<file path="src/rtl/vga_timing_pkg.sv">
// Shared VGA raster geometry, sync windows and screen layout constants.
// Pure constants and types; no latency and no backpressure.
package vga_timing_pkg;

  localparam int H_VISIBLE = 640;
  localparam int H_FRONT   = 16;
  localparam int H_SYNC    = 96;
  localparam int H_BACK    = 48;
  localparam int H_TOTAL   = H_VISIBLE + H_FRONT + H_SYNC + H_BACK;

  localparam int V_VISIBLE = 480;
  localparam int V_FRONT   = 10;
  localparam int V_SYNC    = 2;
  localparam int V_BACK    = 33;
  localparam int V_TOTAL   = V_VISIBLE + V_FRONT + V_SYNC + V_BACK;

  localparam int H_SYNC_START = H_VISIBLE + H_FRONT;
  localparam int H_SYNC_END   = H_SYNC_START + H_SYNC;
  localparam int V_SYNC_START = V_VISIBLE + V_FRONT;
  localparam int V_SYNC_END   = V_SYNC_START + V_SYNC;

  // Screen layout used by the color generator, kept here so both blocks agree.
  localparam int FRAME_LEFT   = 150;
  localparam int FRAME_RIGHT  = 490;
  localparam int FRAME_TOP    = 70;
  localparam int FRAME_BOTTOM = 410;
  localparam int BOARD_LEFT   = 160;
  localparam int BOARD_RIGHT  = 480;
  localparam int BOARD_TOP    = 80;
  localparam int BOARD_BOTTOM = 400;

  typedef logic [9:0] cnt_t;
  typedef logic [8:0] row_t;
  typedef logic [9:0] col_t;

  function automatic logic in_span(cnt_t val, cnt_t lo, cnt_t hi);
    return (val >= lo) && (val < hi);
  endfunction

endpackage

</file>
<file path="src/rtl/vga_timing_generator_if.sv">
// Pixel-timing bundle from the raster generator to the color generator.
// Plain wires; no latency and no backpressure.
interface vga_timing_generator_if;
  import vga_timing_pkg::*;

  logic hsync;
  logic vsync;
  logic blank_n;
  row_t row;
  col_t column;
  logic pixel_tick;
  logic frame_start;

  modport master (
    output hsync, vsync, blank_n, row, column, pixel_tick, frame_start
  );

  modport slave (
    input hsync, vsync, blank_n, row, column, pixel_tick, frame_start
  );

endinterface

</file>
<file path="src/rtl/vga_axis_counter.sv">
// Modulo-TOTAL counter for one raster axis; wrap flags the last count.
// Advances one per enabled clock; no backpressure.
module vga_axis_counter #(
  parameter int TOTAL = 800
) (
  input  logic       clk,
  input  logic       rst,
  input  logic       en,
  output logic [9:0] cnt,
  output logic       wrap
);

  assign wrap = (cnt == 10'(TOTAL - 1));

  always_ff @(posedge clk or negedge rst) begin
    if (!rst) begin
      cnt <= '0;
    end else if (en) begin
      cnt <= wrap ? '0 : cnt + 10'd1;
    end
  end

endmodule

</file>
<file path="src/rtl/vga_timing_generator.sv">
// VGA raster timing; outputs are registered one tick behind the counters, no backpressure.
// VGA_CLK_DIV2_EN: clk is 50 MHz and a /2 toggle makes the pixel tick; else clk is the pixel clock.
module vga_timing_generator #(
  parameter int H_VISIBLE = vga_timing_pkg::H_VISIBLE,
  parameter int H_FRONT   = vga_timing_pkg::H_FRONT,
  parameter int H_SYNC    = vga_timing_pkg::H_SYNC,
  parameter int H_BACK    = vga_timing_pkg::H_BACK,
  parameter int V_VISIBLE = vga_timing_pkg::V_VISIBLE,
  parameter int V_FRONT   = vga_timing_pkg::V_FRONT,
  parameter int V_SYNC    = vga_timing_pkg::V_SYNC,
  parameter int V_BACK    = vga_timing_pkg::V_BACK
) (
  input  logic                   clk,
  input  logic                   rst,
  vga_timing_generator_if.master vga
);
  import vga_timing_pkg::*;

  localparam int   H_TOT    = H_VISIBLE + H_FRONT + H_SYNC + H_BACK;
  localparam int   V_TOT    = V_VISIBLE + V_FRONT + V_SYNC + V_BACK;
  localparam cnt_t H_VIS    = cnt_t'(H_VISIBLE);
  localparam cnt_t V_VIS    = cnt_t'(V_VISIBLE);
  localparam cnt_t HS_START = cnt_t'(H_VISIBLE + H_FRONT);
  localparam cnt_t HS_END   = cnt_t'(H_VISIBLE + H_FRONT + H_SYNC);
  localparam cnt_t VS_START = cnt_t'(V_VISIBLE + V_FRONT);
  localparam cnt_t VS_END   = cnt_t'(V_VISIBLE + V_FRONT + V_SYNC);

  logic tick;
  cnt_t h_cnt;
  cnt_t v_cnt;
  logic h_wrap;
  logic v_wrap;
  logic at_origin;
  logic h_vis;
  logic v_vis;

`ifdef VGA_CLK_DIV2_EN
  logic div_q;

  always_ff @(posedge clk or negedge rst) begin
    if (!rst) begin
      div_q <= 1'b0;
    end else begin
      div_q <= ~div_q;
    end
  end

  assign tick = div_q;
`else
  assign tick = 1'b1;
`endif

  // Gated by reset so the strobe reads 0 while the block is held in reset.
  assign vga.pixel_tick = tick & rst;

  vga_axis_counter #(.TOTAL(H_TOT)) u_h_cnt (
    .clk  (clk),
    .rst  (rst),
    .en   (tick),
    .cnt  (h_cnt),
    .wrap (h_wrap)
  );

  vga_axis_counter #(.TOTAL(V_TOT)) u_v_cnt (
    .clk  (clk),
    .rst  (rst),
    .en   (h_wrap & tick),
    .cnt  (v_cnt),
    .wrap (v_wrap)
  );

  // Tracks (h,v)==(0,0) from the wrap flags instead of a full two-axis compare.
  always_ff @(posedge clk or negedge rst) begin
    if (!rst) begin
      at_origin <= 1'b1;
    end else if (tick) begin
      at_origin <= h_wrap & v_wrap;
    end
  end

  assign h_vis = (h_cnt < H_VIS);
  assign v_vis = (v_cnt < V_VIS);

  // row is a plain truncation of v_cnt; safe because it is zeroed outside the visible lines.
  always_ff @(posedge clk or negedge rst) begin
    if (!rst) begin
      vga.hsync       <= 1'b1;
      vga.vsync       <= 1'b1;
      vga.blank_n     <= 1'b0;
      vga.row         <= '0;
      vga.column      <= '0;
      vga.frame_start <= 1'b0;
    end else if (tick) begin
      vga.hsync       <= ~in_span(h_cnt, HS_START, HS_END);
      vga.vsync       <= ~in_span(v_cnt, VS_START, VS_END);
      vga.blank_n     <= h_vis & v_vis;
      vga.row         <= v_vis ? v_cnt[8:0] : '0;
      vga.column      <= h_vis ? h_cnt : '0;
      vga.frame_start <= at_origin;
    end
  end

endmodule

</file>
<file path="src/flat_wrapper.sv">
// flat-port wrapper written by rule: the top's interface ports become plain ports
module vga_timing_generator_flat import vga_timing_pkg::*;
#(
  parameter int H_VISIBLE = vga_timing_pkg::H_VISIBLE,
  parameter int H_FRONT   = vga_timing_pkg::H_FRONT,
  parameter int H_SYNC    = vga_timing_pkg::H_SYNC,
  parameter int H_BACK    = vga_timing_pkg::H_BACK,
  parameter int V_VISIBLE = vga_timing_pkg::V_VISIBLE,
  parameter int V_FRONT   = vga_timing_pkg::V_FRONT,
  parameter int V_SYNC    = vga_timing_pkg::V_SYNC,
  parameter int V_BACK    = vga_timing_pkg::V_BACK
)
  (clk, rst, vga_hsync, vga_vsync, vga_blank_n, vga_row, vga_column, vga_pixel_tick, vga_frame_start);
  vga_timing_generator_if vga_i ();
  input  logic clk;
  input  logic rst;
  output wire logic [$bits(vga_i.hsync)-1:0] vga_hsync;
  output wire logic [$bits(vga_i.vsync)-1:0] vga_vsync;
  output wire logic [$bits(vga_i.blank_n)-1:0] vga_blank_n;
  output wire logic [$bits(vga_i.row)-1:0] vga_row;
  output wire logic [$bits(vga_i.column)-1:0] vga_column;
  output wire logic [$bits(vga_i.pixel_tick)-1:0] vga_pixel_tick;
  output wire logic [$bits(vga_i.frame_start)-1:0] vga_frame_start;
  assign vga_hsync = vga_i.hsync;
  assign vga_vsync = vga_i.vsync;
  assign vga_blank_n = vga_i.blank_n;
  assign vga_row = vga_i.row;
  assign vga_column = vga_i.column;
  assign vga_pixel_tick = vga_i.pixel_tick;
  assign vga_frame_start = vga_i.frame_start;
  vga_timing_generator #(.H_VISIBLE(H_VISIBLE), .H_FRONT(H_FRONT), .H_SYNC(H_SYNC), .H_BACK(H_BACK), .V_VISIBLE(V_VISIBLE), .V_FRONT(V_FRONT), .V_SYNC(V_SYNC), .V_BACK(V_BACK)) u_core (.clk(clk), .rst(rst), .vga(vga_i));
endmodule
</file>
<file path="config.mk">
export PLATFORM = sky130hd
export DESIGN_NAME = vga_timing_generator_flat
export DESIGN_NICKNAME = d
export VERILOG_FILES = /design/src/rtl/vga_timing_pkg.sv /design/src/rtl/vga_timing_generator_if.sv /design/src/rtl/vga_axis_counter.sv /design/src/rtl/vga_timing_generator.sv /design/src/flat_wrapper.sv
export SDC_FILE = /design/constraint.sdc
export NUM_CORES = 1
export LEC_CHECK = 0
export CELL_PAD_IN_SITES_DETAIL_PLACEMENT = 1
export CELL_PAD_IN_SITES_GLOBAL_PLACEMENT = 2
export CORE_UTILIZATION = 32
export DETAILED_ROUTE_END_ITERATION = 10
export GPL_ROUTABILITY_DRIVEN = 0
export GPL_TIMING_DRIVEN = 0
export PLACE_DENSITY_LB_ADDON = 0.15
export SLEW_MARGIN = 20
export SYNTH_ARGS = -nofsm -noshare
export SYNTH_HDL_FRONTEND = slang
export SYNTH_SLANG_ARGS = --single-unit
</file>
<file path="constraint.sdc">
create_clock -name clk -period 1.5 [get_ports clk]
set_input_delay 0.3 -clock clk [delete_from_list [all_inputs] [get_ports clk]]
set_output_delay 0.3 -clock clk [all_outputs]
set_load 0.01 [all_outputs]
</file>
==> impl_metrics.csv, run 1 <==
group,metric,value,unit
drt,routed-via-count,1326,
power_and_ir_drop,p_leak,1.263,nW
synth,syn_nets,160,
global_route,antenna_found_initial,0,
critical_path,crit_fanout,4,
placement,portBuffers,25,
synth,synth-seq-area-share,0.5950,
timing,drv_slew,0,
floorplanning,boundaryPins,26,
timing,finClkSkew,0.006475,ns
layout,n_antenna_cell,0,
layout,final_cells,281,
critical_path,crit_type,"reg2reg",
critical_path,worst_ep_arrival_time,1.71,ns
floorplanning,core_area,5540,um^2
cts,clock_sinks,44,
cts,cts_root_buf,"clkbuf_8",
cts,insertion_delay,0.30,ns
drt,wl_per_cell,14.29,um
timing,max_freq,670.5,MHz
drt,routed_via_density,4.719,
timing,fin_crit_sh,0.9943,
timing,setup_violations,0,
power_and_ir_drop,totalPowerFinal,0.002003,W
synth,syn_inst,154,
outcome,status,"finished, final reports clean",
layout,drive_gt1_frac,0.3014,
floorplanning,start_util,0.3351,
layout,layout_commonest_cell,"dfrtp_1",
timing,tightest_slew,0.8239,ns
timing,relSlewSlack,0.4489,
power_and_ir_drop,cellPowerDensity,763.8,nW/um^2
floorplanning,die_h,78.18,um
global_route,grt-ovfl-total,0,
global_route,grt_pass1_wl,6913,um
placement,place_inst,252,
floorplanning,die_area,6111,um^2
synth,synth.distinct_cells,35,
global_route,grt_pass1_vias,1376,
synth,yosysWarnings,0,
cts,clk_pin_slew,0.08,ns
cts,cts_tree,"built",
run,cap_violations,0,
synth,ys_seq_elements,44,
synth,synth_edf_count,0,
power_and_ir_drop,vdd_ir_drop_max,342.9,uV
drt,drtPass1Iterations,4,
cts,cts_made_buffers,5,
timing,rsz0062_at_grt,"true",
hold_path,min_path_type,"in2async",
floorplanning,die_w,78.18,um
timing,hold_viol_final,0,
placement,dp_hpwl,2549,um
drt,drt_iter0_markers,67,
critical_path,crit_required,1.72,ns
timing,final.min_clock_period,1.491,ns
cts,cts_buffer_depth,2,
drt,drc_errors,0,
critical_path,end_kind,"flop",
cts,ctsHtreeMaxLevel,2,
global_route,grt_usage,0.1481,
layout,syn2layout_area_growth,41.24,%
critical_path,critPathLaunchType,"flop",
global_route,grt_max_degree,19,
synth,synth-main-ff-cell,"dfrtp_1",
synth,synth_area,1857,um^2
layout,num-nets-final,214,
layout,final_cell_mix,"32 x dfrtp_1, 19 x buf_4, 18 x clkdlybuf4s50_1",
synth,syn_avg_cell_area,12.06,um^2
drt,drt-total-wl,4016,um
drt,final_antenna_net_count,0,
synth,async_reset_ff_frac,1.000,
floorplanning,fp-row-count,27,
==> power by group <==
group          total [W]  switching [W]  leakage, nW  internal [W]
Clock           0.000763       0.000395       0.0510      0.000368
Combinational  0.0000553      0.0000281        0.651     0.0000272
Sequential       0.00119              0        0.561       0.00119
Total            0.00200       0.000423         1.26       0.00158
==> critical path, stage by stage, from the launching register on <==
cell,delay [ns]
dfrtp_2,0.42
and4bb_4,0.37
and3_4,0.23
bufbuf_16,0.25
nand3_1,0.06
o21ai_1,0.09
==> registers in the layout (all words and copies together), names as in the netlist <==
name / count
u_core.at_origin: 1
u_core.u_h_cnt.cnt: 10
u_core.u_v_cnt.cnt: 10
u_core.vga.blank_n: 1
u_core.vga.column: 10
u_core.vga.frame_start: 1
u_core.vga.hsync: 1
u_core.vga.row: 9
u_core.vga.vsync: 1
==> cell type report <==
class / instances / area, um^2
clock inverter: 2 / 10.01
fill: 618 / 2918
tap: 72 / 90.09
multi-input combinational: 100 / 770.7
sequential: 44 / 1116
clock buffer: 6 / 82.58
timing repair buffer: 48 / 503.0
inverter: 6 / 22.52
buffer: 3 / 27.53
==> path summary, 6_finish.rpt <==
| kind | start | end | slack (ns) | cells past startpoint |
|---|---|---|---|---|
| setup / recovery | u_core.u_h_cnt.cnt[6] | u_core.u_v_cnt.cnt[3] | 0.009 | 5 |
| max in group asynchronous | rst | u_core.u_h_cnt.cnt[8] | 0.30 | 2 |
| min in group clk | u_core.at_origin | u_core.vga.frame_start | 0.40 | 0 |
| hold reg to reg | u_core.at_origin | u_core.vga.frame_start | 0.40 | 0 |
| hold / removal | rst | u_core.vga.row[0] | 0.02 | 2 |
| setup reg to reg | u_core.u_h_cnt.cnt[6] | u_core.u_v_cnt.cnt[3] | 0.009 | 5 |
==> cells in the mapped netlist, types with 2 or more instances <==
cell     count  area [um^2]
or3_1        2        12.51
a21oi_1      3        15.01
ha_1         4        50.05
and3_1       5        31.28
and4_1       2        17.52
inv_1        6        22.52
nor2b_1      3        18.77
o21ai_0      8        40.04
xnor2_1      5        43.79
buf_4        2        15.01
nor3_1       4        20.02
dfrtp_1     41         1026
xor2_1       5        43.79
nor2_2       2        12.51
nand4_1      9        56.30
nor2_1       6        22.52
nand2_1      2        7.510
nand3_1     10        50.05
dfstp_2      3        78.83
and2_1      16        100.1
and2b_1      2        15.01
==> repair_timing <==
item	4_1_cts	5_1_grt
gates resized for setup	18	21
pin swaps	3	2
cloned	2	0
hold endpoints to repair	29	0
hold buffers	2	0
setup endpoints to repair	16	25
setup buffers	10	8
==> per-stage QoR <==
stage	setup WS [ns]	setup TNS, ns	util	hold WS, ns	cell area [um^2]
3_3_place_gp	-1.803	-46.15	0.3986	0.3801	2208
6_report	0.008619	0	0.4734	0.02073	2623
2_1_floorplan	-0.02617	-0.02617	-	0.004409	1868
3_5_place_dp	-0.4306	-1.941	0.4013	0.2763	2223
4_1_cts	0.001904	0	0.4530	0.02055	2510
5_1_grt	-0.03744	-0.08732	0.4734	0.02044	2623
==> layer usage <==
metal  global-route usage  up-vias  wire (um)
met5                    0        -          0
met4              0.05556        0         61
met3              0.03140        6        126
met2               0.2342       22       1915
met1               0.1991      655       1913
li1                     -      643          -
==> cell families (layout without fill, tap and decap cells) <==
logic type,Yosys count,in the layout,share of synthesized area
AND/OR/NAND/NOR,70,70,0.2453
flip-flops,44,44,0.5950
AO/OA/AOI/OAI,15,15,0.04583
XOR/XNOR,11,11,0.05593
buffers and inverters,10,65,0.03099
adder cells (fa/ha/maj),4,4,0.02696
No activity file was read; power rests on OpenSTA's default activity.
==> run 2: changes to the inputs <==
--- a/config.mk
+++ b/config.mk
@@ -10,7 +10,6 @@
 export CORE_UTILIZATION = 32
 export DETAILED_ROUTE_END_ITERATION = 10
 export GPL_ROUTABILITY_DRIVEN = 0
-export GPL_TIMING_DRIVEN = 0
 export PLACE_DENSITY_LB_ADDON = 0.15
 export SLEW_MARGIN = 20
 export SYNTH_ARGS = -nofsm -noshare
==> impl_metrics.csv, run 2 (synthesis gave the netlist of run 1 again) <==
group,metric,value,unit
outcome,status,"finished, final reports clean",
layout,seq_area,1106,um^2
layout,final_cell_mix,"40 x dfrtp_1, 25 x buf_4, 16 x and2_1, 16 x clkdlybuf4s50_1, 9 x nand4_1",
power_and_ir_drop,p_leak,1.304,nW
cts,cts_root_buf,"clkbuf_8",
drt,routed_via_density,4.801,
power_and_ir_drop,vdd_ir_drop_max,289.3,uV
floorplanning,start_util,0.3351,
placement,dp_hpwl,2993,um
drt,drc_errors,0,
timing,hold_viol_final,0,
layout,utilization,0.4560,
layout,n_antenna_cell,0,
drt,drt_iter0_markers,65,
layout,multiInputGateArea,743.2,um^2
floorplanning,die_h,78.18,um
hold_path,min_path_type,"in2async",
timing,setup_violations,0,
global_route,grt_max_degree,45,
critical_path,end_kind,"flop",
floorplanning,core_area,5540,um^2
global_route,grt_usage,0.1529,
power_and_ir_drop,pwr-share-clk,0.427,
power_and_ir_drop,cellPowerDensity,839.5,nW/um^2
cts,cts_tree,"built",
drt,routed-via-count,1349,
floorplanning,die_area,6111,um^2
floorplanning,die_w,78.18,um
drt,wl_per_cell,15.19,um
timing,hold_slack,0.09512,ns
global_route,grt_pass1_vias,1367,
drt,drt-total-wl,4267,um
power_and_ir_drop,totalPowerFinal,0.002121,W
critical_path,worst_path_max_delay_cell,"dfrtp_1",
timing,relSlewSlack,0.6246,
global_route,grt_pass1_wl,7024,um
power_and_ir_drop,p_switching,0.0004360,W
critical_path,worst_ep_arrival_time,1.67,ns
timing,fin_crit_sh,0.9959,
timing,final.min_clock_period,1.494,ns
timing,drv_slew,0,
layout,syn2layout_area_growth,36.05,%
layout,num-nets-final,214,
run,cap_violations,0,
power_and_ir_drop,pwr-share-comb,0.014,
global_route,grt-ovfl-total,0,
layout,layout_commonest_cell,"dfrtp_1",
cts,clock_sinks,44,
cts,insertion_delay,0.30,ns
global_route,antenna_found_initial,0,
layout,drive_gt1_frac,0.2536,
power_and_ir_drop,intPower,0.001685,W
cts,clk_pin_slew,0.08,ns
critical_path,worstPathCellList,"inv_1 > ha_1 > nor4b_4 > nand4_1 > buf_4 > a21oi_1 > o21ai_0",
critical_path,crit_type,"reg2reg",
critical_path,critPathLaunchType,"flop",
critical_path,crit_fanout,5,
drt,drtPass1Iterations,4,
cts,cts_buffer_depth,2,
layout,largestRegisters,"u_core.u_h_cnt.cnt: 10 flops, u_core.u_v_cnt.cnt: 10 flops, u_core.vga.column: 10 flops",
placement,portBuffers,25,
timing,max_freq,669.4,MHz
cts,ctsHtreeMaxLevel,2,
power_and_ir_drop,sw_frac_of_total,0.2056,
layout,design_area,2526,um^2
critical_path,slowest_delay,0.38,ns
floorplanning,boundaryPins,26,
timing,finClkSkew,0.004360,ns
power_and_ir_drop,p_seq_frac,0.559,
floorplanning,fp-row-count,27,
layout,nFillCells,606,
cts,cts_made_buffers,5,
placement,placed_area,2322,um^2
drt,final_antenna_net_count,0,
timing,tightest_slew,0.5632,ns
critical_path,crit_required,1.68,ns
-- run 2: changes by cell type in the layout (fill, tap and decap cells not counted), moves of 2 or more --
cell	change
ha_2	+2
dfrtp_2	-8
ha_4	-2
o21ai_0	+2
dlymetal6s2s_1	+4
buf_4	+6
dfrtp_1	+8
clkdlybuf4s50_1	-2
nand3_2	+2
buf_12	-2
bufbuf_16	-2
dlygate4sd3_1	-2
-- run 2: cell type report --
| class | instances | area share |
|---|---|---|
| clock buffers | 6 | 0.02873 |
| clock inverters | 2 | 0.01387 |
| inverters | 6 | 0.008915 |
| multi-input cells | 100 | 0.2942 |
| flip-flops and latches | 44 | 0.4378 |
| well taps | 72 | 0.03566 |
| repair buffers | 51 | 0.1808 |
-- run 2: routing by layer --
metal / wire, um / vias up / global-route usage
met5: 0 / - / 0
met4: 64 / 0 / 0.06111
met3: 117 / 6 / 0.03488
met2: 2131 / 22 / 0.2561
met1: 1953 / 679 / 0.1903
li1: - / 642 / -
-- run 2: critical path: cells and delay by family, from the launching register on --
kind            cells  cell delay, ns
compound gates      2            0.22
fa+ha+maj           1            0.17
buf+inv             2            0.28
flops               1            0.38
simple gates        2            0.32
-- run 2: path summary, 6_finish.rpt --
kind / depth (start not counted) / end / slack (ns) / from
min reg2reg: 0 / u_core.vga.frame_start / 0.41 / u_core.at_origin
max: 7 / u_core.u_v_cnt.cnt[3] / 0.006 / u_core.u_v_cnt.cnt[0]
min in group clk: 0 / u_core.vga.frame_start / 0.41 / u_core.at_origin
max in group asynchronous: 2 / u_core.u_v_cnt.cnt[5] / 1.00 / rst
min: 2 / u_core.u_h_cnt.cnt[7] / 0.1 / rst
max reg2reg: 7 / u_core.u_v_cnt.cnt[3] / 0.006 / u_core.u_v_cnt.cnt[0]
-- run 2: metrics by stage --
stage	setup TNS, ns	setup slack (ns)	instances
final	0	0.006112	281
after global routing	-0.1308	-0.07371	281
after CTS	0	0.003941	279
after detailed placement	-0.1283	-0.05590	268
after global placement	0	0.05547	268
after floorplan	-0.02617	-0.02617	154
-- run 2: power by group through the flow --
stage	registers [W]	logic, W	clock network, W
after floorplan	0.00121	0.00000275	0
after global placement	0.00121	0.0000300	0
after detailed placement	0.00121	0.0000313	0
after CTS	0.00119	0.0000315	0.000932
after global routing	0.00119	0.0000345	0.000993
final	0.00119	0.0000293	0.000906
-- run 2: what timing repair did --
action / 4_1_cts / 5_1_grt
gates resized for setup: 4 / 18
hold buffers: 0 / 0
pin swaps: 3 / 7
setup endpoints to repair: 8 / 22
setup buffers: 3 / 2
==> run 3: changes to the inputs <==
--- a/config.mk
+++ b/config.mk
@@ -7,6 +7,7 @@
 export LEC_CHECK = 0
 export CELL_PAD_IN_SITES_DETAIL_PLACEMENT = 1
 export CELL_PAD_IN_SITES_GLOBAL_PLACEMENT = 2
+export CORE_MARGIN = 1.5
 export CORE_UTILIZATION = 32
 export DETAILED_ROUTE_END_ITERATION = 10
 export GPL_ROUTABILITY_DRIVEN = 0
==> impl_metrics.csv, run 3 (synthesis gave the netlist of run 1 again) <==
group,metric,value,unit
critical_path,crit_type,"reg2out",
layout,num-nets-final,213,
drt,routed_via_density,4.732,
cts,clock_sinks,44,
cts,cts_made_buffers,5,
critical_path,worst_path_max_delay_cell,"clkdlybuf4s50_1",
layout,n_antenna_cell,0,
hold_path,min_path_type,"in2async",
layout,syn2layout_area_growth,38.01,%
cts,ctsHtreeMaxLevel,2,
placement,dp_slack,-0.1166,ns
floorplanning,die_w,79.18,um
timing,drv_slew,0,
layout,largestRegisters,"u_core.u_h_cnt.cnt: 10 flops, u_core.u_v_cnt.cnt: 10 flops, u_core.vga.column: 10 flops",
global_route,grt_usage,0.1469,
timing,fin_crit_sh,0.9720,
critical_path,crit_required,1.20,ns
layout,utilization,0.4625,
placement,dp_hpwl,2885,um
cts,clk_pin_slew,0.09,ns
floorplanning,boundaryPins,26,
drt,drt-total-wl,4080,um
timing,hold_viol_final,0,
cts,cts_root_buf,"clkbuf_8",
timing,setup_violations,0,
drt,routed-via-count,1325,
global_route,antenna_found_initial,0,
critical_path,end_kind,"primary output",
global_route,grt_pass1_wl,6955,um
timing,relSlewSlack,0.6364,
timing,tightest_slew,0.5454,ns
layout,drive_gt1_frac,0.2596,
critical_path,r2r_setup_slack,0.05,ns
global_route,grt-ovfl-total,0,
cts,insertion_delay,0.30,ns
outcome,status,"finished, final reports clean",
floorplanning,die_area,6269,um^2
floorplanning,fp-row-count,27,
timing,final.min_clock_period,1.458,ns
critical_path,crit_fanout,1,
floorplanning,core_area,5540,um^2
cts,cts_tree,"built",
global_route,grt_pass1_vias,1386,
timing,finClkSkew,0.006701,ns
drt,drtPass1Iterations,3,
cts,cts_hold_buf,0,
floorplanning,die_h,79.18,um
power_and_ir_drop,p_leak,1.384,nW
cts,cts_buffer_depth,2,
critical_path,slowest_delay,0.53,ns
critical_path,critPathLaunchType,"flop",
critical_path,path_buf_inv,1,
critical_path,worstPathCellList,"clkdlybuf4s50_1",
power_and_ir_drop,vdd_ir_drop_max,378.5,uV
timing,hold_slack,0.08670,ns
power_and_ir_drop,cellPowerDensity,854.3,nW/um^2
critical_path,worst_ep_arrival_time,1.16,ns
timing,fin_ws,0.04195,ns
placement,portBuffers,25,
layout,layout_commonest_cell,"dfrtp_1",
drt,wl_per_cell,14.57,um
drt,drt_iter0_markers,57,
floorplanning,start_util,0.3351,
critical_path,cpLargestDelayFamily,"buffers and inverters",
drt,drc_errors,0,
run,cap_violations,0,
timing,max_freq,685.8,MHz
layout,final_cell_mix,"40 x dfrtp_1, 23 x buf_4, 16 x and2_1",
drt,final_antenna_net_count,0,
global_route,grt_max_degree,45,
## run 3: changes by cell type in the layout (fill, tap and decap cells not counted), sizes merged
| cell | delta |
|---|---|
| buf | -1 |
| clkdlybuf4s50 | -5 |
| dlymetal6s2s | +5 |
## run 3: layer usage
metal | vias to the layer above | share of wire | track usage | routed length (um)
met5 | - | 0 | 0 | 0
met4 | 0 | 0.012 | 0.04211 | 49
met3 | 6 | 0.029 | 0.03793 | 119
met2 | 20 | 0.51 | 0.2419 | 2089
met1 | 667 | 0.45 | 0.1905 | 1821
li1 | 632 | - | - | -
## run 3: layout make-up
type	count	area [um^2]
multi-input combinational	100	757.0
tap	72	90.09
inverter	6	22.52
clock inverter	2	38.79
clock buffer	6	82.58
sequential	44	1106
fill	605	2978
timing repair buffer	50	465.4
## run 3: timing repair
item,4_1_cts,5_1_grt
resized for setup,4,24
buffers inserted,1,3
endpoints found under the setup margin,9,24
pin swaps,1,4
## run 3: power breakdown
group	switching, W	internal (W)
Combinational	0.0000237	0.00000493
Sequential	0	0.00119
Clock	0.000430	0.000545
Total	0.000454	0.00174
## run 3: worst paths after layout
check | start | endpoint | cells after the start
setup / recovery | u_core.vga.column[3] | vga_column[3] | 1
hold / removal | rst | u_core.vga.row[4] | 2
setup reg to reg | u_core.u_v_cnt.cnt[0] | u_core.u_v_cnt.cnt[4] | 7
hold reg to reg | u_core.at_origin | u_core.vga.frame_start | 0
max in group asynchronous | rst | u_core.u_v_cnt.cnt[5] | 2
min in group clk | u_core.at_origin | u_core.vga.frame_start | 0
## run 3: worst reg2reg max path, cell delays in order, from the launching register on
cell and delay, ns:
dfrtp_1 0.39, inv_2 0.09, ha_4 0.14, nor4b_4 0.19, nand4_1 0.14, buf_6 0.16
nor2_4 0.17, nor2_1 0.07
## run 3: through the flow
| step | cell area, um^2 | power, W | setup TNS [ns] | cells |
|---|---|---|---|---|
| 6_report | 2562 | 0.002189 | 0 | 280 |
| 3_3_place_gp | 2322 | 0.001239 | 0 | 268 |
| 2_1_floorplan | 1868 | 0.001212 | -0.02617 | 154 |
| 5_1_grt | 2562 | 0.002274 | -0.02369 | 280 |
| 4_1_cts | 2460 | 0.002210 | 0 | 277 |
| 3_5_place_dp | 2322 | 0.001240 | -0.4412 | 268 |
